<file path="config.mk">
export PLATFORM = sky130hd
export DESIGN_NAME = aes_req_arbiter
export DESIGN_NICKNAME = d
export VERILOG_FILES = /design/src/rtl/aes_req_arbiter.sv
export SDC_FILE = /design/constraint.sdc
export NUM_CORES = 1
export LEC_CHECK = 0
export BUFFER_PORTS_ARGS = -buffer_cell sky130_fd_sc_hd__buf_2
export CAP_MARGIN = 40
export CORE_AREA = 2 2 352 354
export DETAILED_ROUTE_END_ITERATION = 7
export DIE_AREA = 0 0 354 356
export GPL_TIMING_DRIVEN = 1
export HOLD_SLACK_MARGIN = 0.02
export PLACE_DENSITY = 0.42
export SYNTH_ARGS = -nofsm -noshare
export SYNTH_HDL_FRONTEND = slang
export SYNTH_SLANG_ARGS = --single-unit
</file>
<file path="constraint.sdc">
create_clock -name clk -period 7.8 [get_ports clk]
set_input_delay 1.17 -clock clk [delete_from_list [all_inputs] [get_ports clk]]
set_output_delay 1.17 -clock clk [all_outputs]
set_load 0.005 [all_outputs]
</file>
<file path="src/rtl/aes_req_arbiter.sv">
// Round-robin front end that shares one AES-256 encrypt core among NUM_REQ requesters.
// Define AES_ARB_WATCHDOG_EN to compile in the WAIT_CORE timeout (TIMEOUT_CYCLES) and the rsp_err abort path.
module aes_req_arbiter #(
  parameter int NUM_REQ        = 4,
  parameter int ID_W           = $clog2(NUM_REQ),
  parameter int TIMEOUT_CYCLES = 16
) (
  input  logic                   clk,
  input  logic                   rst,
  input  logic [NUM_REQ-1:0]     req_valid,
  input  logic [NUM_REQ*128-1:0] req_data,
  output logic [NUM_REQ-1:0]     req_ready,
  output logic                   core_start,
  output logic [127:0]           core_data,
  input  logic                   core_valid,
  input  logic [127:0]           core_result,
  output logic                   rsp_valid,
  input  logic                   rsp_ready,
  output logic [127:0]           rsp_data,
  output logic [ID_W-1:0]        rsp_id,
  output logic                   rsp_err,
  output logic                   busy
);

  typedef enum logic [1:0] {IDLE, ISSUE, WAIT_CORE, RESP} state_t;

  state_t          state_reg, state_next;
  logic [ID_W-1:0] last_grant_reg;
  logic [ID_W-1:0] id_reg;
  logic [ID_W-1:0] grant_idx;
  logic [ID_W-1:0] cand_idx;
  logic            grant_valid;
  logic            core_start_reg;
  logic [127:0]    core_data_reg;
  logic [127:0]    rsp_data_reg;
  logic            timeout;
  logic [127:0]    req_blk [NUM_REQ];

  genvar gi;
  generate
    for (gi = 0; gi < NUM_REQ; gi++) begin : g_blk
      assign req_blk[gi] = req_data[128*gi +: 128];
    end
  endgenerate

  // Scan from the farthest candidate down so the nearest one after last_grant wins.
  always_comb begin
    grant_valid = 1'b0;
    grant_idx   = '0;
    cand_idx    = '0;
    for (int off = NUM_REQ; off >= 1; off--) begin
      cand_idx = ID_W'((int'(last_grant_reg) + off) % NUM_REQ);
      if (req_valid[cand_idx]) begin
        grant_valid = 1'b1;
        grant_idx   = cand_idx;
      end
    end
  end

  always_comb begin
    state_next = state_reg;
    req_ready  = '0;
    case (state_reg)
      IDLE: begin
        if (grant_valid) begin
          req_ready[grant_idx] = 1'b1;
          state_next           = ISSUE;
        end
      end
      ISSUE:     state_next = WAIT_CORE;
      WAIT_CORE: if (core_valid || timeout) state_next = RESP;
      RESP:      if (rsp_ready) state_next = IDLE;
      default:   state_next = IDLE;
    endcase
  end

  always_ff @(posedge clk or posedge rst) begin
    if (rst) begin
      state_reg      <= IDLE;
      last_grant_reg <= ID_W'(NUM_REQ - 1);
      id_reg         <= '0;
      core_start_reg <= 1'b0;
      core_data_reg  <= '0;
      rsp_data_reg   <= '0;
    end else begin
      state_reg      <= state_next;
      core_start_reg <= (state_reg == IDLE) && grant_valid;
      if ((state_reg == IDLE) && grant_valid) begin
        core_data_reg  <= req_blk[grant_idx];
        id_reg         <= grant_idx;
        last_grant_reg <= grant_idx;
      end
      // A real result takes priority over a timeout landing in the same cycle.
      if (state_reg == WAIT_CORE) begin
        if (core_valid)   rsp_data_reg <= core_result;
        else if (timeout) rsp_data_reg <= '0;
      end
    end
  end

`ifdef AES_ARB_WATCHDOG_EN
  localparam int WD_W = $clog2(TIMEOUT_CYCLES + 1);

  logic [WD_W-1:0] wd_cnt_reg;
  logic            rsp_err_reg;

  // Counter equals the number of WAIT_CORE cycles already spent, so RESP starts TIMEOUT_CYCLES after entry.
  assign timeout = (state_reg == WAIT_CORE) && (wd_cnt_reg == WD_W'(TIMEOUT_CYCLES - 1));

  always_ff @(posedge clk or posedge rst) begin
    if (rst) begin
      wd_cnt_reg  <= '0;
      rsp_err_reg <= 1'b0;
    end else begin
      if (state_reg == ISSUE)
        wd_cnt_reg <= '0;
      else if ((state_reg == WAIT_CORE) && !timeout)
        wd_cnt_reg <= wd_cnt_reg + 1'b1;
      if (state_reg == WAIT_CORE) begin
        if (core_valid)   rsp_err_reg <= 1'b0;
        else if (timeout) rsp_err_reg <= 1'b1;
      end
    end
  end

  assign rsp_err = rsp_err_reg;
`else
  assign timeout = 1'b0;
  assign rsp_err = 1'b0;
`endif

  assign core_start = core_start_reg;
  assign core_data  = core_data_reg;
  assign rsp_valid  = (state_reg == RESP);
  assign rsp_data   = rsp_data_reg;
  assign rsp_id     = id_reg;
  assign busy       = (state_reg != IDLE);

endmodule

</file>
== Yosys cells after proc, flatten, opt, wreduce, memory -nomap -nowiden ==
Cells that the tools add are included.

* Bits in registers: 263
* Latch bits: 0
* Bits in writable memories: 0
* Memory bits (read-only): 0
* Input port bits: 648
* Output and inout bits: 266
* Memories: 0

* Add/subtract/negate cells: 4
* Multiply operators: 0
* Div/mod/pow operators: 0
* Magnitude comparators: 7
* Equal/unequal tests: 6
* Shifts and indexed selects: 0
* Mux-type cells: 27
* Bitwise logic cells: 1
* Reduce and logical (&&, ||, !) cells: 6

{| class="wikitable"
|+ Operators with widths
! operator !! number
|-
| binary-select mux 128 bit (select 2 bit) || 1
|-
| two-way mux 128 bit || 2
|-
| < comparator 2 x 3 -> 1 bit (second input constant) || 5
|-
| two-way mux 2 bit || 7
|-
| two-way mux 1 bit || 9
|-
| binary-select mux 1 bit (select 2 bit) || 4
|-
| two-way mux 4 bit || 2
|-
| case mux 2 bit (4 select lines) || 1
|-
| adder 2 x 1 -> 2 bit (second input constant) || 2
|-
| adder 2 bit (second input constant) || 2
|-
| == test 2 bit (second input constant) || 2
|-
| inequality test 2 bit (second input constant) || 2
|-
| >= comparator 3 bit (second input constant) || 1
|-
| NOT 2 -> 3 bit || 1
|-
| AND reduction 3 bit || 1
|-
| demux 1 bit (select 2 bit) || 1
|-
| == test 2 x 1 -> 1 bit (second input constant) || 1
|-
| >= comparator 2 x 1 -> 1 bit (second input constant) || 1
|-
| logical AND 1 bit || 2
|-
| zero test 2 bit || 1
|-
| inequality test 2 x 1 -> 1 bit (second input constant) || 1
|-
| AND reduction 2 bit || 1
|-
| nonzero test 2 bit || 1
|}

== Logic depth before layout (Yosys ltp) ==
* Depth in word-level cells: 13
* Gate-level depth with buffers: 9
* Mapped depth without buffers: 6

== Least setup slack after synthesis ==
No wires, ideal clock.

* Kind: input port to output port
* From: input req_valid[0]
* To: output req_ready[3]
* Arrival: 2268 ps
* Required time: 6630 ps
* Path slack: 4362 ps
* Cell stages on the path: 8
* Buffers on the path: 3
* Path through: nor4_1 nand2b_1 buf_2 inv_2 nand2_4 buf_8 buf_2 nor2_1

* Longest elaborated chain between the ends: 12

{| class="wikitable"
|+ Ends and longest elaborated chain
! item !! line !! text
|-
| start, declared || 10 || <nowiki>input logic [NUM_REQ-1:0] req_valid,</nowiki>
|-
| binary-select mux 1 bit (select 2 bit) || 53 || <nowiki>if (req_valid[cand_idx]) begin</nowiki>
|-
| two-way mux 1 bit (not written as such) || 53 ||
|-
| two-way mux 2 bit (4 in a row) || 53 ||
|-
| < comparator 2 x 3 -> 1 bit (not written as such) or >= comparator 2 x 1 -> 1 bit (tied branches) || 66 || <nowiki>req_ready[grant_idx] = 1'b1;</nowiki>
|-
| logical AND 1 bit (not written as such) || 66 ||
|-
| two-way mux 1 bit (not written as such) || 66 ||
|-
| demux 1 bit (select 2 bit) || 66 ||
|-
| two-way mux 4 bit (*) || 65 || <nowiki>if (grant_valid) begin</nowiki>
|-
| two-way mux 4 bit (*) || 63 || <nowiki>case (state_reg)</nowiki>
|-
| end, declared || 12 || <nowiki>output logic [NUM_REQ-1:0] req_ready,</nowiki>
|}

Every way passes the cells marked *; elsewhere a longest branch is shown, timed or not. The select of a mux whose other input is x is not followed.

== Worst setup path in the final report ==
* From: input req_valid[1]
* To: output req_ready[3]

The elaborated chain is that of the path after synthesis.

==> flow_results.xml <==
<?xml version="1.0" encoding="UTF-8"?>
<metrics>
  <group name="detailed_routing">
    <metric name="post-route-drc-count" unit="">0</metric>
    <metric name="routed-wl-met2" unit="um">39700</metric>
    <metric name="drt-initial-drc-count" unit="">567</metric>
    <metric name="routedWlPerCell" unit="um">22.1</metric>
    <metric name="finalWirelength" unit="um">79700</metric>
    <metric name="vias_post_dr" unit="">12678</metric>
    <metric name="route.top_layer_used" unit="">met5</metric>
    <metric name="met3RoutedLength" unit="um">7080</metric>
    <metric name="viasPerCell" unit="">3.52</metric>
    <metric name="drt_pre_antenna_iters" unit="">5</metric>
    <metric name="detail_route.wirelength.met1" unit="um">30600</metric>
    <metric name="route.antenna.remaining_nets" unit="">0</metric>
  </group>
  <group name="pwr">
    <metric name="power.share.switching" unit="">0.388</metric>
    <metric name="p_switching" unit="mW">3.07</metric>
    <metric name="comb_power_share" unit="">0.462</metric>
    <metric name="leakagePower" unit="nW">10.5</metric>
    <metric name="p_int" unit="mW">4.83</metric>
    <metric name="power.density_cell_area" unit="nW/um2">375</metric>
    <metric name="share_clk_of_total_power" unit="">0.227</metric>
    <metric name="ir_drop" unit="mV">0.173</metric>
    <metric name="share_seq_of_total_power" unit="">0.310</metric>
  </group>
  <group name="clock_network">
    <metric name="numCtsBuffers" unit="">38</metric>
    <metric name="post_cts_resize_count" unit="">0</metric>
    <metric name="cts_htree_levels" unit="">2</metric>
    <metric name="tritoncts_num_sinks" unit="">263</metric>
    <metric name="postCtsHoldBufs" unit="">0</metric>
    <metric name="clockRootBuffer" unit="">sky130_fd_sc_hd__clkbuf_16</metric>
    <metric name="cts.repair_timing.setup_buffer_count" unit="">0</metric>
    <metric name="clk-insertion-delay-late" unit="ns">0.58</metric>
    <metric name="ctsLongestPathBuffers" unit="">3</metric>
    <metric name="clock_tree_from_tritoncts" unit="">yes</metric>
    <metric name="cts.clk_slew.worst_paths" unit="ns">0.05</metric>
  </group>
  <group name="place">
    <metric name="numPortBuffers" unit="">912</metric>
    <metric name="gp_routability_congestion" unit="">0.833</metric>
    <metric name="post-dp-hpwl" unit="um">65600</metric>
    <metric name="dp_cells" unit="">3519</metric>
  </group>
  <group name="global_routing">
    <metric name="grt_first_pass_wirelength" unit="um">107000</metric>
    <metric name="grtUsageTotal" unit="">0.121</metric>
    <metric name="grt_start_max_net_pins" unit="">118</metric>
    <metric name="first_global_vias" unit="">12899</metric>
    <metric name="grt_antenna_before_repair" unit="">94</metric>
    <metric name="grt_remaining_overflow" unit="">0</metric>
  </group>
  <group name="finish">
    <metric name="fillcell_total" unit="">13887</metric>
    <metric name="area_growth" unit="%">53.7</metric>
    <metric name="final_layout_size_suffix_gt1_frac" unit="">0.611</metric>
    <metric name="final_nets" unit="">2573</metric>
    <metric name="instances_no_fill" unit="">3599</metric>
  </group>
  <group name="synthesis">
    <metric name="synth_enable_flop_cells" unit="">0</metric>
    <metric name="yosys_warning_total" unit="">0</metric>
    <metric name="synthesis.area_per_instance" unit="um2">13.2</metric>
    <metric name="syn-instance-count" unit="">1038</metric>
    <metric name="synth.top_cells.by_count" unit="">261 x sky130_fd_sc_hd__dfrtp_1, 257 x sky130_fd_sc_hd__mux2i_1, 135 x sky130_fd_sc_hd__nand2_1</metric>
    <metric name="synthDistinctLibCells" unit="">34</metric>
    <metric name="synth_area" unit="um2">13700</metric>
    <metric name="yosysSeqAreaShare" unit="">0.481</metric>
    <metric name="ys.flop_type" unit="">sky130_fd_sc_hd__dfrtp_1</metric>
    <metric name="synth.area.top_cells" unit="">sky130_fd_sc_hd__dfrtp_1 48%, sky130_fd_sc_hd__mux2i_1 19%, sky130_fd_sc_hd__mux2_2 11%, sky130_fd_sc_hd__o221ai_2 6.8%, sky130_fd_sc_hd__o221ai_1 4.2%</metric>
    <metric name="synthesis.nets" unit="">1689</metric>
    <metric name="async_flop_share" unit="">1.00</metric>
    <metric name="yosysMostFrequentCell" unit="">sky130_fd_sc_hd__dfrtp_1</metric>
    <metric name="synth_top_area_cell" unit="">sky130_fd_sc_hd__dfrtp_1</metric>
    <metric name="ys_seq_elements" unit="">263</metric>
    <metric name="synth_top_area_share" unit="">0.477</metric>
  </group>
  <group name="timing">
    <metric name="tightest_slew" unit="ns">1.03</metric>
    <metric name="fmax" unit="MHz">235</metric>
    <metric name="final.setup_skew" unit="ns">0.0127</metric>
    <metric name="period_share" unit="">0.546</metric>
    <metric name="setup_tns" unit="ns">0</metric>
    <metric name="rsz0062_at_grt" unit="">false</metric>
    <metric name="slew_headroom" unit="">0.311</metric>
    <metric name="slew_viol_final" unit="">0</metric>
    <metric name="fin_crit" unit="ns">4.26</metric>
    <metric name="setup-violations-final" unit="">0</metric>
    <metric name="finalHoldViolCount" unit="">0</metric>
  </group>
  <group name="die">
    <metric name="die_w" unit="um">354</metric>
    <metric name="floorplan.core_area" unit="um2">123000</metric>
    <metric name="floorplan.rows" unit="">129</metric>
    <metric name="boundaryPins" unit="">914</metric>
    <metric name="chipHeight" unit="um">356</metric>
    <metric name="floorplan.die_area" unit="um2">126000</metric>
    <metric name="start_util" unit="">0.112</metric>
  </group>
  <group name="setup_path">
    <metric name="critical_path.endpoint_type" unit="">output port</metric>
    <metric name="depth_of_the_most_critical_reg_to_reg_path" unit="">7</metric>
    <metric name="timing.rr.end" unit="">core_data[79]</metric>
    <metric name="reg2reg_from" unit="">last_grant_reg[1]</metric>
    <metric name="timing.reg2reg.setup_slack" unit="ns">4.56</metric>
    <metric name="worst-endpoint-required" unit="ns">6.63</metric>
    <metric name="worst_setup_path_endpoint" unit="">req_ready[3]</metric>
    <metric name="crit_type" unit="">in -&gt; out</metric>
    <metric name="critical_path.startpoint_type" unit="">input pin</metric>
    <metric name="critPathLaunch" unit="">req_valid[1]</metric>
    <metric name="critical_path_peak_fanout" unit="">39</metric>
    <metric name="worstPathArrival" unit="ns">3.09</metric>
  </group>
  <group name="hold_path">
    <metric name="min-delay-path-class" unit="">reg -&gt; reg</metric>
    <metric name="hold_start" unit="">rsp_id[1]</metric>
  </group>
  <group name="status">
    <metric name="outcome" unit="">completed</metric>
  </group>
  <group name="flow_run">
    <metric name="max-cap-violations" unit="">0</metric>
  </group>
</metrics>
==> through the flow <==
stage,util,worst slack [ns],hold slack (ns),cell area (um2),power [mW]
global route,0.172,3.31,0.497,21000,8.47
CTS,0.171,3.44,0.479,21000,8.12
finish,0.172,3.54,0.471,21000,7.90
global placement,0.160,3.43,0.459,19700,6.20
detailed placement,0.161,3.44,0.465,19800,6.25
floorplan,-,3.16,0.471,13700,4.71
==> kinds of logic (layout without fill, tap and decap cells) <==
logic type,after synthesis,count (layout),synth area share
AOI/OAI and AO/OA,140,140,0.115
buffers and inverters,96,1007,0.0641
DFF,263,263,0.481
adders and majority gates,3,3,0.00274
muxes,385,385,0.293
other,1,14,0.000274
and+or+nand+nor,150,150,0.0435
==> how the worst min path moves through the flow <==
stage	to	slack, ns	cells after the start
floorplan	rsp_id[1]	0.47	2
global placement	rsp_id[1]	0.46	2
detailed placement	rsp_id[1]	0.46	2
CTS	rsp_id[1]	0.48	2
global route	core_data[8]	0.50	2
finish	rsp_id[1]	0.47	2
==> layout by cell type (no fill, tap or decap), types with 3 or more instances in the layout <==
cell type / instances
sky130_fd_sc_hd__clkinv_2: 5
sky130_fd_sc_hd__ha_1: 3
sky130_fd_sc_hd__clkbuf_1: 8
sky130_fd_sc_hd__buf_16: 3
sky130_fd_sc_hd__inv_1: 6
sky130_fd_sc_hd__buf_2: 912
sky130_fd_sc_hd__o221ai_1: 66
sky130_fd_sc_hd__clkbuf_8: 11
sky130_fd_sc_hd__nor2_1: 6
sky130_fd_sc_hd__buf_4: 14
sky130_fd_sc_hd__clkbuf_16: 38
sky130_fd_sc_hd__diode_2: 13
sky130_fd_sc_hd__o21ai_0: 3
sky130_fd_sc_hd__mux2_2: 128
sky130_fd_sc_hd__o221ai_2: 62
sky130_fd_sc_hd__a21oi_1: 5
sky130_fd_sc_hd__mux2i_1: 257
sky130_fd_sc_hd__dfrtp_1: 261
sky130_fd_sc_hd__buf_12: 3
sky130_fd_sc_hd__nand2_1: 134
==> layout make-up <==
class / instances / area (um2) / share of cell area
flip-flops and latches: 263 / 6580 / 0.313
multi-input cells: 679 / 6270 / 0.298
repair buffers: 932 / 4810 / 0.229
well taps: 1637 / 2050 / 0.0973
clock buffers: 57 / 1130 / 0.0538
clock inverters: 10 / 130 / 0.00618
inverters: 8 / 33.8 / 0.00161
diodes: 13 / 32.5 / 0.00155
==> layer usage <==
layer / up-vias / GRT usage
li1: 5692 / -
met1: 6103 / 0.139
met2: 620 / 0.212
met3: 207 / 0.0470
met4: 56 / 0.0259
met5: - / 0
==> critical path, stage by stage <==
cell	delay, ns
sky130_fd_sc_hd__buf_2	0.14
sky130_fd_sc_hd__nor4_1	0.44
sky130_fd_sc_hd__nand2b_4	0.48
sky130_fd_sc_hd__inv_2	0.22
sky130_fd_sc_hd__nand2_8	0.38
sky130_fd_sc_hd__nor2_1	0.07
sky130_fd_sc_hd__buf_2	0.15
==> power by group through the flow <==
stage / Clock, mW / Combinational (mW) / Sequential [mW]
6_report: 1.79 / 3.65 / 2.45
5_1_grt: 1.93 / 4.00 / 2.54
4_1_cts: 1.89 / 3.78 / 2.45
3_5_place_dp: 0 / 3.78 / 2.47
3_3_place_gp: 0 / 3.75 / 2.45
2_1_floorplan: 0 / 2.24 / 2.47
No activity file was read; power rests on OpenSTA's default activity.
